### config.mk
export PLATFORM = sky130hd
export DESIGN_NAME = wb_rr_arbiter
export DESIGN_NICKNAME = d
export VERILOG_FILES = /design/src/rtl/wb_pkg.sv /design/src/rtl/wb_rr_pick.sv /design/src/rtl/wb_rr_arbiter.sv
export SDC_FILE = /design/constraint.sdc
export NUM_CORES = 1
export LEC_CHECK = 0
export ABC_AREA = 1
export CAP_MARGIN = 20
export CORE_AREA = 2 2 139 141
export CTS_BUF_LIST = sky130_fd_sc_hd__clkbuf_8
export CTS_CLUSTER_SIZE = 20
export DETAILED_ROUTE_END_ITERATION = 10
export DIE_AREA = 0 0 141 143
export PLACE_DENSITY = 0.62
export SLEW_MARGIN = 20
export SYNTH_ARGS = -nofsm -noshare
export SYNTH_HDL_FRONTEND = slang
export SYNTH_HIERARCHICAL = 1
export SYNTH_SLANG_ARGS = --single-unit
### constraint.sdc
create_clock -name clk_i -period 1.9 [get_ports clk_i]
set_input_delay 0.19 -clock clk_i [delete_from_list [all_inputs] [get_ports clk_i]]
set_output_delay 0.19 -clock clk_i [all_outputs]
set_load 0.1 [all_outputs]
### src/rtl/wb_pkg.sv
// Shared Wishbone interconnect types and helpers.
package wb_pkg;

   typedef enum logic [1:0] {
      ARB_IDLE  = 2'd0,
      ARB_BUSY  = 2'd1,
      ARB_ABORT = 2'd2
   } arb_state_t;

   function automatic int unsigned sel_width(input int unsigned data_width,
                                             input int unsigned granule);
      return data_width / granule;
   endfunction

endpackage

### src/rtl/wb_rr_pick.sv
// Rotating priority encoder: first requester at or after ptr, wrapping.
module wb_rr_pick #(
   parameter int unsigned N = 4,
   localparam int unsigned IDX_W = (N > 1) ? $clog2(N) : 1
) (
   input  logic [N-1:0]     req,
   input  logic [IDX_W-1:0] ptr,
   output logic [N-1:0]     gnt,
   output logic [IDX_W-1:0] idx,
   output logic             valid
);

   always_comb begin
      int unsigned k;
      k     = 0;
      gnt   = '0;
      idx   = '0;
      valid = 1'b0;
      for (int unsigned i = 0; i < N; i++) begin
         k = (32'(ptr) + i) % N;
         if (!valid && req[k]) begin
            valid  = 1'b1;
            gnt[k] = 1'b1;
            idx    = IDX_W'(k);
         end
      end
   end

endmodule

### src/rtl/wb_rr_arbiter.sv
// Round-robin Wishbone B4 classic arbiter: per-CYC ownership, owner-only ACK/ERR, watchdog abort.
module wb_rr_arbiter
   import wb_pkg::*;
#(
   parameter int unsigned NUM_MASTERS = 4,
   parameter int unsigned ADDR_WIDTH  = 16,
   parameter int unsigned DATA_WIDTH  = 32,
   parameter int unsigned GRANULE     = 8,
   parameter int unsigned TIMEOUT     = 255,
   localparam int unsigned SEL_WIDTH  = sel_width(DATA_WIDTH, GRANULE)
) (
   input  logic                              clk_i,
   input  logic                              rst_n_i,
   input  logic [NUM_MASTERS-1:0]            m_cyc_i,
   input  logic [NUM_MASTERS-1:0]            m_stb_i,
   input  logic [NUM_MASTERS-1:0]            m_we_i,
   input  logic [NUM_MASTERS*ADDR_WIDTH-1:0] m_adr_i,
   input  logic [NUM_MASTERS*DATA_WIDTH-1:0] m_dat_i,
   input  logic [NUM_MASTERS*SEL_WIDTH-1:0]  m_sel_i,
   output logic [DATA_WIDTH-1:0]             m_dat_o,
   output logic [NUM_MASTERS-1:0]            m_ack_o,
   output logic [NUM_MASTERS-1:0]            m_err_o,
   output logic                              s_cyc_o,
   output logic                              s_stb_o,
   output logic                              s_we_o,
   output logic [ADDR_WIDTH-1:0]             s_adr_o,
   output logic [DATA_WIDTH-1:0]             s_dat_o,
   output logic [SEL_WIDTH-1:0]              s_sel_o,
   input  logic [DATA_WIDTH-1:0]             s_dat_i,
   input  logic                              s_ack_i,
   input  logic                              s_err_i,
   output logic [NUM_MASTERS-1:0]            gnt_o
);

   localparam int unsigned IDX_W = $clog2(NUM_MASTERS);
   localparam int unsigned WD_W  = (TIMEOUT > 0) ? $clog2(TIMEOUT + 1) : 1;
   localparam logic [WD_W-1:0] WD_MAX = WD_W'(TIMEOUT);

   arb_state_t             state_q, state_d;
   logic [NUM_MASTERS-1:0] gnt_q, gnt_d;
   logic [IDX_W-1:0]       owner_q, owner_d;
   logic [IDX_W-1:0]       ptr_q, ptr_d;
   logic [WD_W-1:0]        wd_q, wd_d;

   logic [NUM_MASTERS-1:0] pick_gnt;
   logic [IDX_W-1:0]       pick_idx;
   logic                   pick_valid;

   logic                   own_cyc, own_stb, own_we;
   logic [ADDR_WIDTH-1:0]  own_adr;
   logic [DATA_WIDTH-1:0]  own_dat;
   logic [SEL_WIDTH-1:0]   own_sel;

   wb_rr_pick #(.N(NUM_MASTERS)) u_pick (
      .req   (m_cyc_i),
      .ptr   (ptr_q),
      .gnt   (pick_gnt),
      .idx   (pick_idx),
      .valid (pick_valid)
   );

   assign own_cyc = m_cyc_i[owner_q];
   assign own_stb = m_stb_i[owner_q];
   assign own_we  = m_we_i[owner_q];
   assign own_adr = m_adr_i[32'(owner_q)*ADDR_WIDTH +: ADDR_WIDTH];
   assign own_dat = m_dat_i[32'(owner_q)*DATA_WIDTH +: DATA_WIDTH];
   assign own_sel = m_sel_i[32'(owner_q)*SEL_WIDTH +: SEL_WIDTH];

   assign gnt_o   = gnt_q;
   assign m_dat_o = s_dat_i;

   // Slave side is driven only while a master owns the bus; abort blocks the slave entirely.
   always_comb begin
      s_cyc_o = 1'b0;
      s_stb_o = 1'b0;
      s_we_o  = 1'b0;
      s_adr_o = '0;
      s_dat_o = '0;
      s_sel_o = '0;
      m_ack_o = '0;
      m_err_o = '0;
      if (state_q == ARB_BUSY) begin
         s_cyc_o          = own_cyc;
         s_stb_o          = own_stb;
         s_we_o           = own_we;
         s_adr_o          = own_adr;
         s_dat_o          = own_dat;
         s_sel_o          = own_sel;
         m_ack_o[owner_q] = s_ack_i & own_stb;
         m_err_o[owner_q] = s_err_i & own_stb;
      end else if (state_q == ARB_ABORT) begin
         m_err_o[owner_q] = own_stb;
      end
   end

   // Next-state: arbitrate in idle, hold while owner keeps CYC, release advances the pointer.
   always_comb begin
      state_d = state_q;
      gnt_d   = gnt_q;
      owner_d = owner_q;
      ptr_d   = ptr_q;
      wd_d    = '0;
      case (state_q)
         ARB_IDLE: begin
            if (pick_valid) begin
               state_d = ARB_BUSY;
               gnt_d   = pick_gnt;
               owner_d = pick_idx;
            end
         end
         ARB_BUSY, ARB_ABORT: begin
            if (!own_cyc) begin
               state_d = ARB_IDLE;
               gnt_d   = '0;
               ptr_d   = (owner_q == IDX_W'(NUM_MASTERS - 1)) ? '0 : owner_q + IDX_W'(1);
            end else if ((state_q == ARB_BUSY) && (TIMEOUT != 0) &&
                         s_stb_o && !s_ack_i && !s_err_i) begin
               wd_d = (wd_q != WD_MAX) ? wd_q + WD_W'(1) : wd_q;
               if (wd_d == WD_MAX) begin
                  state_d = ARB_ABORT;
               end
            end
         end
         default: begin
            state_d = ARB_IDLE;
            gnt_d   = '0;
         end
      endcase
   end

   always_ff @(posedge clk_i or negedge rst_n_i) begin
      if (!rst_n_i) begin
         state_q <= ARB_IDLE;
         gnt_q   <= '0;
         owner_q <= '0;
         ptr_q   <= '0;
         wd_q    <= '0;
      end else begin
         state_q <= state_d;
         gnt_q   <= gnt_d;
         owner_q <= owner_d;
         ptr_q   <= ptr_d;
         wd_q    <= wd_d;
      end
   end

endmodule

==> flow_metrics.tcl <==
set metrics [dict create \
    relSlewSlack 0.6667 \
    cts.path.max_buffers 2 \
    timing.fmax_ghz 0.4941 \
    fill_cells 1803 \
    cts_tree "built" \
    crit_path_end_kind "output port" \
    cts.sinks 18 \
    r2r-start "owner_q[0]" \
    routabilityCongestion 0.9486 \
    die_height_um 143 \
    reg2reg_to "state_q[0]" \
    fin_util 0.4743 \
    rrSetupSlack_ns 0.05 \
    syn_inst 677 \
    setup_viol 60 \
    rsz0062_at_grt "true" \
    wl_per_cell_um 18.12 \
    reg2reg_depth 11 \
    fin_skew_ns 0.001518 \
    power_leakage_uw 0.003350 \
    pwr-share-clk 0.019 \
    globalRouteOverflowTotal 0 \
    core_area_um2 18580 \
    endpoint "m_err_o[0]" \
    rows 50 \
    critPathBufInv 4 \
    drive_above_1_share 0.3138 \
    cts_made_buffers 3 \
    yosysWarnings 6 \
    setup_ws_ns -0.1237 \
    status "finished, violations left" \
    synth_top_cell_area_share 0.2357 \
    final-hold-violation-count 0 \
    area_delta_synth_final_pct 142.7 \
    ios 355 \
    vias 5492 \
    crit_type "reg2out" \
    die_w_um 141 \
    yosysSeqAreaShare 0.1241 \
    antenna_found_initial 1 \
    yosys.area.top_type "nor2_1" \
    drt_iter0_drc 207 \
    p_int_uw 6489 \
    powerDensity_nw_per_um2 1915 \
    failed_checks "negative setup slack" \
    grt_pass1_vias 5120 \
    first_pass_iters 4 \
    crit_path_start_kind "flop" \
    routed_wl_um 21290 \
    seq_power_share 0.036 \
    grt_pass1_wl_um 29750 \
    critPathMaxFanout 6 \
    grt_start_max_net_pins 38 \
    irDropWorstVdd_mv 0.9562 \
    yosys-top-cells-area "nor2_1 24%, o21ai_0 15%, dfrtp_1 12%" \
    synth_seq_cells 18 \
    fin_crit_ns 2.024 \
    cts_max_level 1 \
    dpl.hpwl_um 15770 \
    start_util 0.1954 \
    cp.required_ns 1.71 \
    p_sw_uw 10390 \
    maxSlewViolCount 0 \
    path_cells "inv_6 > buf_12 > nand2_2 > nand3_4 > nand3_2 > nand2_2 > inv_4 > nor3_4 > buf_12" \
    tightestPinTransition_ns 0.4966 \
    dp.cells 1157 \
    grtUsageTotal 0.1885 \
    post-route-period-util 1.065 \
    io_buffers 290 \
    critical_path.max_stage_delay_ns 0.57 \
    path_clk_slew_ns 0.07 \
    detail-route-antenna-nets 0 \
    syn_nets 946 \
    clk_latency_ns 0.26 \
    cp.depth 9 \
    fin_cells 1175 \
    layout.nets 1210 \
    dieArea_um2 20160 \
    synth.avg_cell_area_um2 5.363 \
    cts-root-buf "clkbuf_8" \
    worstPathArrival_ns 1.83 \
    vias_per_cell 4.674 \
    maxCapViolCount 0 \
    hp-class "in2async" \
    crit_slowest_cell "dfrtp_4" \
    synth_area_um2 3631 \
    setup.worst_path.start "owner_q[0]" \
    critical_path.top_delay_family "flip-flops" \
    combPwrFrac 0.945 \
    synth.distinct_cells 30 \
    drcViolationCount 0 \
    switching_share 0.6156 \
]
[routing by layer]
| layer | vias up | share of wire | global-route usage |
|---|---|---|---|
| met5 | - | 0 | 0 |
| met4 | 0 | 0.020 | 0.03421 |
| met3 | 27 | 0.075 | 0.04091 |
| met2 | 205 | 0.50 | 0.3402 |
| met1 | 2525 | 0.41 | 0.2327 |
| li1 | 2735 | - | - |
[registers in the layout (all words and copies together) (netlist names)]
| register | count |
|---|---|
| ptr_q | 2 |
| wd_q | 8 |
| state_q | 2 |
| gnt_o | 4 |
| owner_q | 2 |
[kinds of logic after synthesis]
logic type	after synthesis	share of synthesized area
AO/OA/AOI/OAI	184	0.2636
XOR/XNOR	2	0.004825
adder cells (fa/ha/maj)	13	0.04480
buffers and inverters	107	0.1527
flip-flops	18	0.1241
multiplexers	1	0.003101
AND/OR/NAND/NOR	352	0.4070
[cell usage after synthesis, drive strengths merged]
cell and n:
nor2 234, dfrtp 18, nand3 31, ha 13, inv 31, clkinv 1, clkbuf 21, xnor2 1
buf 54, a21boi 4, o21ai 109, mux2 1, a21oi 64, a32o 4, nand4 9, xor2 1
nand2 74, o21a 1, o31ai 1, nor3 4, a31oi 1
[cells in the final DEF (no fill, tap or decap), types with 3 or more instances in the layout]
cell,n
clkdlybuf4s50_1,223
nor2_1,184
buf_12,73
o21ai_1,65
nand2_1,58
a21oi_4,53
o21ai_2,34
nor2_2,29
nand3_1,23
buf_4,23
inv_1,22
nor2_4,21
dfrtp_1,15
nand2_2,14
a21oi_1,11
ha_1,11
o21ai_0,10
nand4_1,9
nand3_2,6
clkbuf_16,5
a32o_1,4
nor3_4,4
clkbuf_8,4
buf_16,4
a21boi_0,4
inv_2,3
inv_6,3
inv_4,3
buf_6,3
[worst register-to-register path, delay by kind of cell (launching register included)]
family,cells,cell delay (ns)
buffers and inverters,3,0.43
and+or+nand+nor,8,0.76
DFF,1,0.57
[how the worst min path moves through the flow]
stage,end,depth (start not counted)
after global placement,m_dat_o[15],0
after detailed placement,m_dat_o[15],0
after floorplan,gnt_o[0],0
after CTS,wd_q[4],2
after global routing,wd_q[3],2
final,wd_q[4],2
[through the flow]
stage               setup slack (ns)  instance area, µm²  total power [µW]  hold WS [ns]  TNS, ns
global placement             0.02310                8092             15110        0.3807        0
CTS                          -0.1258                8366             16130        0.2612   -3.956
detailed placement          0.003611                8092             15130        0.3807        0
global route                 -0.2044                8813             17680        0.2890   -7.922
floorplan                    -0.3594                4409             10560       -0.1056   -2.063
finish                       -0.1237                8813             16880        0.2552   -3.584
[final cells by class]
class | count | area, µm² | share of cell area
antenna | 1 | 2.502 | 0.0002839
clock buffer | 4 | 55.05 | 0.006246
inverter | 32 | 142.6 | 0.01618
multi-input combinational | 552 | 3666 | 0.4160
sequential | 18 | 456.7 | 0.05182
tap | 234 | 292.8 | 0.03322
timing repair buffer | 334 | 4198 | 0.4763
[what timing repair did]
item                                    in CTS  in global routing
buffers inserted                             2                  3
pin swaps                                   14                 30
hold buffers                                 0                  0
gates cloned                                 3                  5
endpoints found under the setup margin      62                 76
gates resized for setup                    116                 97
[power groups by stage]
stage / logic (µW) / registers, µW / clock network, µW
floorplan: 9880 / 678 / 0
global placement: 14500 / 567 / 0
detailed placement: 14600 / 567 / 0
CTS: 15200 / 584 / 326
global route: 16700 / 616 / 344
finish: 16000 / 603 / 322
Note: power is estimated with default switching activity, not from simulation.
